### src/rtl/bus_sequencer_pkg.sv
// Shared definitions for the bus sequencer: state encoding, opcode map and
// instruction-register field positions.
package bus_sequencer_pkg;

    typedef enum logic [3:0] {
        IDLE,
        T0,
        T1,
        T2,
        T3,
        T4,
        T5,
        T6,
        ILL
    } state_t;

    localparam logic [4:0] OP_ADD  = 5'h03;
    localparam logic [4:0] OP_SUB  = 5'h04;
    localparam logic [4:0] OP_AND  = 5'h05;
    localparam logic [4:0] OP_OR   = 5'h06;
    localparam logic [4:0] OP_SHR  = 5'h07;
    localparam logic [4:0] OP_SHRA = 5'h08;
    localparam logic [4:0] OP_SHL  = 5'h09;
    localparam logic [4:0] OP_ROR  = 5'h0A;
    localparam logic [4:0] OP_NEG  = 5'h0B;
    localparam logic [4:0] OP_NOT  = 5'h0C;
    localparam logic [4:0] OP_XOR  = 5'h0D;
    localparam logic [4:0] OP_ROL  = 5'h0E;
    localparam logic [4:0] OP_MUL  = 5'h0F;
    localparam logic [4:0] OP_DIV  = 5'h10;

    localparam int OPCODE_MSB = 31;
    localparam int OPCODE_LSB = 27;
    localparam int RA_MSB     = 26;
    localparam int RA_LSB     = 23;
    localparam int RB_MSB     = 22;
    localparam int RB_LSB     = 19;
    localparam int RC_MSB     = 18;
    localparam int RC_LSB     = 15;

    // Any opcode from ADD through DIV is executable; everything else traps.
    function automatic logic is_legal(input logic [4:0] op);
        return (op >= OP_ADD) && (op <= OP_DIV);
    endfunction

    // MUL and DIV produce a 64-bit result that needs the extra HI write-back.
    function automatic logic is_mul_div(input logic [4:0] op);
        return (op == OP_MUL) || (op == OP_DIV);
    endfunction

endpackage

### src/rtl/bus_sequencer_dec4to16.sv
// 4-to-16 one-hot decoder used to turn a register number into a select line.
module dec4to16 (
    input  logic [3:0]  sel,
    output logic [15:0] onehot
);

    // Exactly one output bit is set, the one matching the register number.
    always_comb begin
        onehot = 16'(1) << sel;
    end

endmodule

### src/rtl/bus_sequencer.sv
// Control sequencer for a single-bus datapath: fetches an instruction and
// steps it through the register/ALU transfers with registered control lines.
module bus_sequencer
    import bus_sequencer_pkg::*;
#(
    parameter int OPW = 5
) (
    input  logic           clock,
    input  logic           clear,
    input  logic           run,
    input  logic [31:0]    ir,
    output logic           PC_out,
    output logic           MDR_out,
    output logic           Z_high_out,
    output logic           Z_low_out,
    output logic           HI_out,
    output logic           LO_out,
    output logic [15:0]    R_out,
    output logic           PC_in,
    output logic           MAR_in,
    output logic           MDR_in,
    output logic           IR_in,
    output logic           Y_in,
    output logic           Z_in,
    output logic           HI_in,
    output logic           LO_in,
    output logic [15:0]    R_in,
    output logic           Read,
    output logic           IncPC,
    output logic [OPW-1:0] alu_op,
    output logic           busy,
    output logic           done,
    output logic           err
);

    state_t      state;
    state_t      next_state;
    logic [4:0]  opcode_q;
    logic [3:0]  ra_q;
    logic [3:0]  rc_q;
    logic [3:0]  rd_sel;
    logic [15:0] rd_onehot;
    logic [15:0] wr_onehot;
    logic        unused_ir_bits;

    assign unused_ir_bits = ^ir[RC_LSB-1:0];

    // Source register for the upcoming bus read: rb straight from ir when
    // entering T3 (its effect is captured in R_out), latched rc afterwards.
    always_comb begin
        rd_sel = (state == T2) ? ir[RB_MSB:RB_LSB] : rc_q;
    end

    dec4to16 u_rd_dec (
        .sel    (rd_sel),
        .onehot (rd_onehot)
    );

    dec4to16 u_wr_dec (
        .sel    (ra_q),
        .onehot (wr_onehot)
    );

    // Next-state selection; run is only looked at in IDLE and the final state.
    always_comb begin
        next_state = IDLE;
        case (state)
            IDLE:    next_state = run ? T0 : IDLE;
            T0:      next_state = T1;
            T1:      next_state = T2;
            T2:      next_state = T3;
            T3:      next_state = is_legal(opcode_q) ? T4 : ILL;
            T4:      next_state = T5;
            T5:      next_state = is_mul_div(opcode_q) ? T6 : (run ? T0 : IDLE);
            T6:      next_state = run ? T0 : IDLE;
            ILL:     next_state = IDLE;
            default: next_state = IDLE;
        endcase
    end

    // State register with outputs registered for the state being entered.
    always_ff @(posedge clock) begin
        if (!clear) begin
            state      <= IDLE;
            opcode_q   <= '0;
            ra_q       <= '0;
            rc_q       <= '0;
            PC_out     <= 1'b0;
            MDR_out    <= 1'b0;
            Z_high_out <= 1'b0;
            Z_low_out  <= 1'b0;
            HI_out     <= 1'b0;
            LO_out     <= 1'b0;
            R_out      <= '0;
            PC_in      <= 1'b0;
            MAR_in     <= 1'b0;
            MDR_in     <= 1'b0;
            IR_in      <= 1'b0;
            Y_in       <= 1'b0;
            Z_in       <= 1'b0;
            HI_in      <= 1'b0;
            LO_in      <= 1'b0;
            R_in       <= '0;
            Read       <= 1'b0;
            IncPC      <= 1'b0;
            alu_op     <= '0;
            busy       <= 1'b0;
            done       <= 1'b0;
            err        <= 1'b0;
        end else begin
            state      <= next_state;
            PC_out     <= 1'b0;
            MDR_out    <= 1'b0;
            Z_high_out <= 1'b0;
            Z_low_out  <= 1'b0;
            HI_out     <= 1'b0;
            LO_out     <= 1'b0;
            R_out      <= '0;
            PC_in      <= 1'b0;
            MAR_in     <= 1'b0;
            MDR_in     <= 1'b0;
            IR_in      <= 1'b0;
            Y_in       <= 1'b0;
            Z_in       <= 1'b0;
            HI_in      <= 1'b0;
            LO_in      <= 1'b0;
            R_in       <= '0;
            Read       <= 1'b0;
            IncPC      <= 1'b0;
            alu_op     <= '0;
            busy       <= (next_state != IDLE);
            done       <= 1'b0;
            err        <= 1'b0;
            case (next_state)
                T0: begin
                    PC_out <= 1'b1;
                    MAR_in <= 1'b1;
                    IncPC  <= 1'b1;
                    Z_in   <= 1'b1;
                end
                T1: begin
                    Z_low_out <= 1'b1;
                    PC_in     <= 1'b1;
                    Read      <= 1'b1;
                    MDR_in    <= 1'b1;
                end
                T2: begin
                    MDR_out <= 1'b1;
                    IR_in   <= 1'b1;
                end
                T3: begin
                    opcode_q <= ir[OPCODE_MSB:OPCODE_LSB];
                    ra_q     <= ir[RA_MSB:RA_LSB];
                    rc_q     <= ir[RC_MSB:RC_LSB];
                    R_out    <= rd_onehot;
                    Y_in     <= 1'b1;
                end
                T4: begin
                    R_out  <= rd_onehot;
                    Z_in   <= 1'b1;
                    alu_op <= OPW'(opcode_q);
                end
                T5: begin
                    Z_low_out <= 1'b1;
                    if (is_mul_div(opcode_q)) begin
                        LO_in <= 1'b1;
                    end else begin
                        R_in <= wr_onehot;
                        done <= 1'b1;
                    end
                end
                T6: begin
                    Z_high_out <= 1'b1;
                    HI_in      <= 1'b1;
                    done       <= 1'b1;
                end
                ILL: begin
                    err <= 1'b1;
                end
                default: begin
                end
            endcase
        end
    end

endmodule

### config.mk
export PLATFORM = sky130hd
export DESIGN_NAME = bus_sequencer
export DESIGN_NICKNAME = d
export VERILOG_FILES = /design/src/rtl/bus_sequencer_pkg.sv /design/src/rtl/bus_sequencer_dec4to16.sv /design/src/rtl/bus_sequencer.sv
export SDC_FILE = /design/constraint.sdc
export NUM_CORES = 1
export LEC_CHECK = 0
export ABC_AREA = 1
export CAP_MARGIN = 10
export CORE_UTILIZATION = 45
export DETAILED_ROUTE_END_ITERATION = 7
export PLACE_DENSITY = 0.87
export REMOVE_ABC_BUFFERS = 1
export SLEW_MARGIN = 20
export SYNTH_ARGS = -nofsm -noshare
export SYNTH_HDL_FRONTEND = slang
export SYNTH_SLANG_ARGS = --single-unit
### constraint.sdc
create_clock -name clock -period 2.2 [get_ports clock]
set_clock_uncertainty 0.2 [all_clocks]
set_input_delay 0.55 -clock clock [delete_from_list [all_inputs] [get_ports clock]]
set_output_delay 0.55 -clock clock [all_outputs]
set_load 0.005 [all_outputs]
==> impl_metrics.yaml, run 1 <==
synth:
  syn_area_mm2: 0.002180
  synth_edf_count: 0
  avgSynthCellArea_um2: 8.581
  ys_ff_latch: 65
  ys_seq_area_frac: 0.5970
  synthFlopType: "dfxtp_1"
  synth_area_leaders: "dfxtp_1, nor2_1, nand3_1"
  synth_most_common_cell: "nor2_1"
  synth_top_area_frac: 0.5970
  synth.largest_area_cell: "dfxtp_1"
  async_flop_share: 0
  synthTopCellsByCount: "nor2_1, dfxtp_1, nand3_1"
  synth_warnings: 0
  synth_cell_types: 25
  synthCells: 254
setup_path:
  start_kind: "flop"
  critPathCaptureType: "output pin"
  crit_slowest_cell: "clkdlybuf4s50_1"
  critPathBufInv: 1
  crit_type: "flop to output pin"
  crit_family: "buffers and inverters"
  cpPeakStageDelay_ns: 0.52
  cp_cell_sequence: "clkdlybuf4s50_1"
  worstPathArrival_ns: 1.20
  cp_max_fo: 3
  required_ns: 1.45
job:
  drv_cap: 0
global_route:
  grt_usage: 0.1969
  grt_first_pass_wirelength_um: 7576
  antenna_found_initial: 0
  grt_max_degree: 21
  gr-total-overflow: 0
  grt_pass1_vias: 1663
drt:
  routed_wl_um: 4505
  drtAntennaViolNets: 0
  first_pass_iters: 4
  via_count: 1829
  wire_per_inst_um: 11.67
  drtIter0Drc: 89
  drcViolationCount: 0
  viasPerCell: 4.738
hold_path:
  hold_path_class: "flop to flop"
cts:
  ctsResizeCount: 0
  clockBufferDepth: 2
  clkSlewWorstSetupHoldPaths_ns: 0.07
  clock-sinks: 65
  cts_made_buffers: 9
  postCtsHoldBufs: 0
  clk_latency_ns: 0.34
  root_buffer: "clkbuf_8"
  cts-htree-levels: 3
  cts_tree: "built"
  postCtsSetupBuffers: 0
placed_design:
  io_buffers: 73
  place_ws_ns: 0.2179
  gp_congestion: 0.8680
  hpwl_um: 3165
timing:
  setup_violations: 0
  rsz0062_at_grt: "no"
  fin_crit_sh: 0.8874
  tns_ns: 0
  finalWorstSetupSlack_ns: 0.2478
  period_needed_ns: 1.952
  max_freq_ghz: 0.5122
  final-hold-violation-count: 0
  slew_viol_final: 0
die:
  dieWidth_um: 71.60
  io_pins: 91
  rows: 24
  dieArea_mm2: 0.005126
  die_h_um: 71.60
  coreArea_mm2: 0.004504
  start_util: 0.4839
final_layout:
  drive_above_1_share: 0.08383
  layout.nets: 364
  syn_to_final_growth_pct: 44.49
  antenna_cells: 0
pwr:
  power.ir.vdd_worst_uv: 564.8
  finalPower_w: 0.002596
  p_leak_nw: 1.217
  p_per_area_mw_per_mm2: 824.3
outcome:
  status: "finished, final reports clean"
-- state kept, by name, indices dropped and copies added (netlist names) --
name,cells
R_in,16
R_out,16
alu_op,5
opcode_q,5
ra_q,4
rc_q,4
state,4
HI_in,1
IR_in,1
IncPC,1
LO_in,1
Read,1
Y_in,1
Z_in,1
Z_low_out,1
busy,1
done,1
err,1
-- layout by cell type, fill, tap and decap left out --
cell / Yosys / layout
clkinv_4: 0 / 1
dfxtp_1: 65 / 65
nor2_1: 74 / 74
conb_1: 1 / 2
o21ai_0: 14 / 14
bufinv_16: 0 / 2
clkinv_2: 1 / 2
nand3b_1: 1 / 1
nand3_2: 2 / 2
clkdlybuf4s50_1: 0 / 73
nand4_1: 2 / 2
a21boi_0: 1 / 1
a21oi_1: 10 / 10
nor3_1: 3 / 3
clkbuf_8: 0 / 10
nand2_2: 1 / 1
nand2_1: 16 / 16
nor3_2: 1 / 1
nand3_4: 1 / 1
nor2_2: 2 / 2
inv_6: 0 / 1
inv_1: 20 / 20
or2_1: 1 / 1
clkinvlp_4: 0 / 1
buf_4: 8 / 3
nand3_1: 23 / 23
a31oi_1: 1 / 1
nand3b_4: 1 / 1
-- power by group --
part / leakage, nW / internal (W) / switching, W
clock: 0.113 / 0.000672 / 0.000459
combinational: 0.579 / 0.000117 / 0.000117
sequential: 0.525 / 0.00121 / 0.0000226
total: 1.22 / 0.00200 / 0.000599
-- layout make-up --
type	instances	area, um^2
Fill cell	362	1355
Sequential cell	65	1301
Timing Repair Buffer	76	753.2
Multi-Input combinational cell	156	721.9
Clock buffer	10	137.6
Clock inverter	6	90.09
Inverter	21	80.08
Tap cell	52	65.06
-- per-stage QoR --
step	hold WS (ns)	instances	instance area, um^2	utilization
finish	0.2743	386	3149	0.6992
global route	0.2898	386	3149	0.6992
CTS	0.2732	386	3149	0.6992
detailed placement	0.2618	370	2922	0.6486
global placement	0.2497	370	2922	0.6486
floorplan	0.2416	242	2103	-
-- metal layers --
layer,up-vias,track usage,share of wire
met3,7,0.06048,0.073
met1,804,0.2374,0.43
met2,67,0.3153,0.48
met4,0,0.1089,0.0089
li1,951,-,-
met5,-,0,0
-- kinds of logic (layout without fill, tap and decap cells) --
kind of cell | after synthesis | after routing | share of synthesized area
and+or+nand+nor | 128 | 128 | 0.2664
other | 1 | 2 | 0.001721
buffers and inverters | 34 | 113 | 0.07347
AOI/OAI and AO/OA | 26 | 26 | 0.06143
DFF | 65 | 65 | 0.5970
-- path summary, 6_finish.rpt --
kind	cells past startpoint	startpoint	slack, ns	endpoint
worst max register to register	8	state[2]	0.44	R_out[4]
worst min-delay path	2	rc_q[0]	0.27	rc_q[0]
worst min register to register	2	rc_q[0]	0.27	rc_q[0]
worst max-delay path	1	Read	0.25	Read
Note: power is estimated with default switching activity, not from simulation.
==> inputs of run 2 (changes only) <==
- HOLD_SLACK_MARGIN: unset -> 0.03
==> results of run 2 <==
Same layout as run 1: the final DEF is identical, and so are final timing and power.
==> inputs of run 3 (changes only) <==
- MAX_ROUTING_LAYER: unset -> met4
==> run 3 against run 2 <==
Clock power decreased by 23%. Power is 10% lower. Maximum frequency grew 0.25%. Hold slack improved by 0.0061 ns. Count of clock-buffer cells in the layout grew 2. Critical path depth unchanged. Via count is 1.8% lower. Sequential power about the same. First-iteration DRC count rose by 31%. Flip-flop and latch count did not move. Setup slack gained 0.0050 ns. Global-route usage fell by 0.87 points. Critical path type unchanged. Largest power group unchanged. Highest routed layer unchanged.
==> impl_metrics.yaml, run 3 (synthesis gave the netlist of run 1 again) <==
cts:
  postCtsSetupBuffers: 0
  clockBufferDepth: 2
  cts-htree-levels: 3
  ctsResizeCount: 0
  cts_tree: "built"
  postCtsHoldBufs: 0
  cts_made_buffers: 9
  clock-sinks: 65
  clk_latency_ns: 0.34
  root_buffer: "clkbuf_8"
  clkSlewWorstSetupHoldPaths_ns: 0.07
setup_path:
  worstPathArrival_ns: 1.20
  cp_cell_sequence: "clkdlybuf4s50_1"
  required_ns: 1.45
  cp_max_fo: 3
  crit_slowest_cell: "clkdlybuf4s50_1"
  critPathCaptureType: "output pin"
  r2r_end: "R_out[1]"
  crit_family: "buffers and inverters"
  crit_type: "flop to output pin"
  r2r_cells: 8
  reg2reg_from: "state[2]"
  cpPeakStageDelay_ns: 0.52
  start_kind: "flop"
  r2r_slack_ns: 0.49
  critPathBufInv: 1
placed_design:
  hpwl_um: 3096
  post_dp_cell_area_mm2: 0.002929
  io_buffers: 73
  gp_congestion: 0.8599
die:
  start_util: 0.4839
  io_pins: 91
  coreArea_mm2: 0.004504
  die_h_um: 71.60
  dieArea_mm2: 0.005126
  rows: 24
  dieWidth_um: 71.60
drt:
  drcViolationCount: 0
  first_pass_iters: 4
  viasPerCell: 4.641
  routed_wl_um: 4241
  via_count: 1796
  wire_per_inst_um: 10.96
  drtAntennaViolNets: 0
  drtIter0Drc: 117
final_layout:
  layout_common_cells: "nor2_1, clkdlybuf4s50_1, dfxtp_1"
  antenna_cells: 0
  syn_to_final_growth_pct: 42.37
  fillerInstances: 369
  mostFrequentLayoutCell: "nor2_1"
  largestRegisters: "R_in (16), R_out (16)"
  post-route-util: 0.6889
  finalInstanceArea_mm2: 0.003103
  layout.nets: 365
  drive_above_1_share: 0.08060
timing:
  period_needed_ns: 1.947
  max_freq_ghz: 0.5135
  final-hold-violation-count: 0
  rsz0062_at_grt: "no"
  fin_crit_sh: 0.8851
  setup_violations: 0
  slew_viol_final: 0
  tns_ns: 0
global_route:
  grt_usage: 0.1882
  grt_pass1_vias: 1660
  grt_max_degree: 18
  gr-total-overflow: 0
  antenna_found_initial: 0
  grt_first_pass_wirelength_um: 7155
outcome:
  status: "finished, final reports clean"
hold_path:
  hold_path_class: "flop to flop"
  min_from: "rc_q[1]"
  hold_end: "rc_q[1]"
  holdPathStages: 2
pwr:
  p_per_area_mw_per_mm2: 753.2
  p_leak_nw: 1.192
  finalPower_w: 0.002337
  power.ir.vdd_worst_uv: 430.6
job:
  drv_cap: 0
-- run 3: worst max path at each step --
stage	depth (start not counted)	slack (ns)	endpoint	start
detailed placement	6	0.22	R_out[12]	ir[19]
global route	1	0.21	Read	Read
global placement	6	0.27	R_out[1]	ir[21]
floorplan	8	0.59	R_out[1]	state[2]
finish	1	0.25	Read	Read
CTS	1	0.24	Read	Read
-- run 3: area by class of cell --
class,count,area [um^2],area share
Sequential cell,65,1301,0.4194
Tap cell,52,65.06,0.02097
Clock buffer,12,145.1,0.04677
Inverter,21,80.08,0.02581
Multi-Input combinational cell,156,721.9,0.2327
Timing Repair Buffer,77,760.7,0.2452
Clock inverter,4,28.78,0.009274
-- run 3: through the flow --
| stage | std cells | hold WS [ns] | setup slack, ns |
|---|---|---|---|
| 2_1_floorplan | 242 | 0.2416 | 0.5877 |
| 3_3_place_gp | 371 | 0.2499 | 0.2665 |
| 3_5_place_dp | 371 | 0.2669 | 0.2183 |
| 4_1_cts | 387 | 0.2855 | 0.2361 |
| 5_1_grt | 387 | 0.2987 | 0.2096 |
| 6_report | 387 | 0.2805 | 0.2527 |
-- run 3: per-layer routing --
metal	vias to the layer above	share of wire	track usage
met5	-	0	-
met4	0	0.018	0.09150
met3	8	0.067	0.05204
met2	67	0.47	0.3058
met1	771	0.45	0.2151
li1	950	-	-
-- run 3: report_power, final --
| part | leakage (nW) | internal (W) | switching, W | total [W] |
|---|---|---|---|---|
| clock network | 0.0826 | 0.000440 | 0.000435 | 0.000875 |
| registers | 0.525 | 0.00121 | 0.0000225 | 0.00123 |
| logic | 0.584 | 0.000118 | 0.000113 | 0.000231 |
| total | 1.19 | 0.00177 | 0.000571 | 0.00234 |
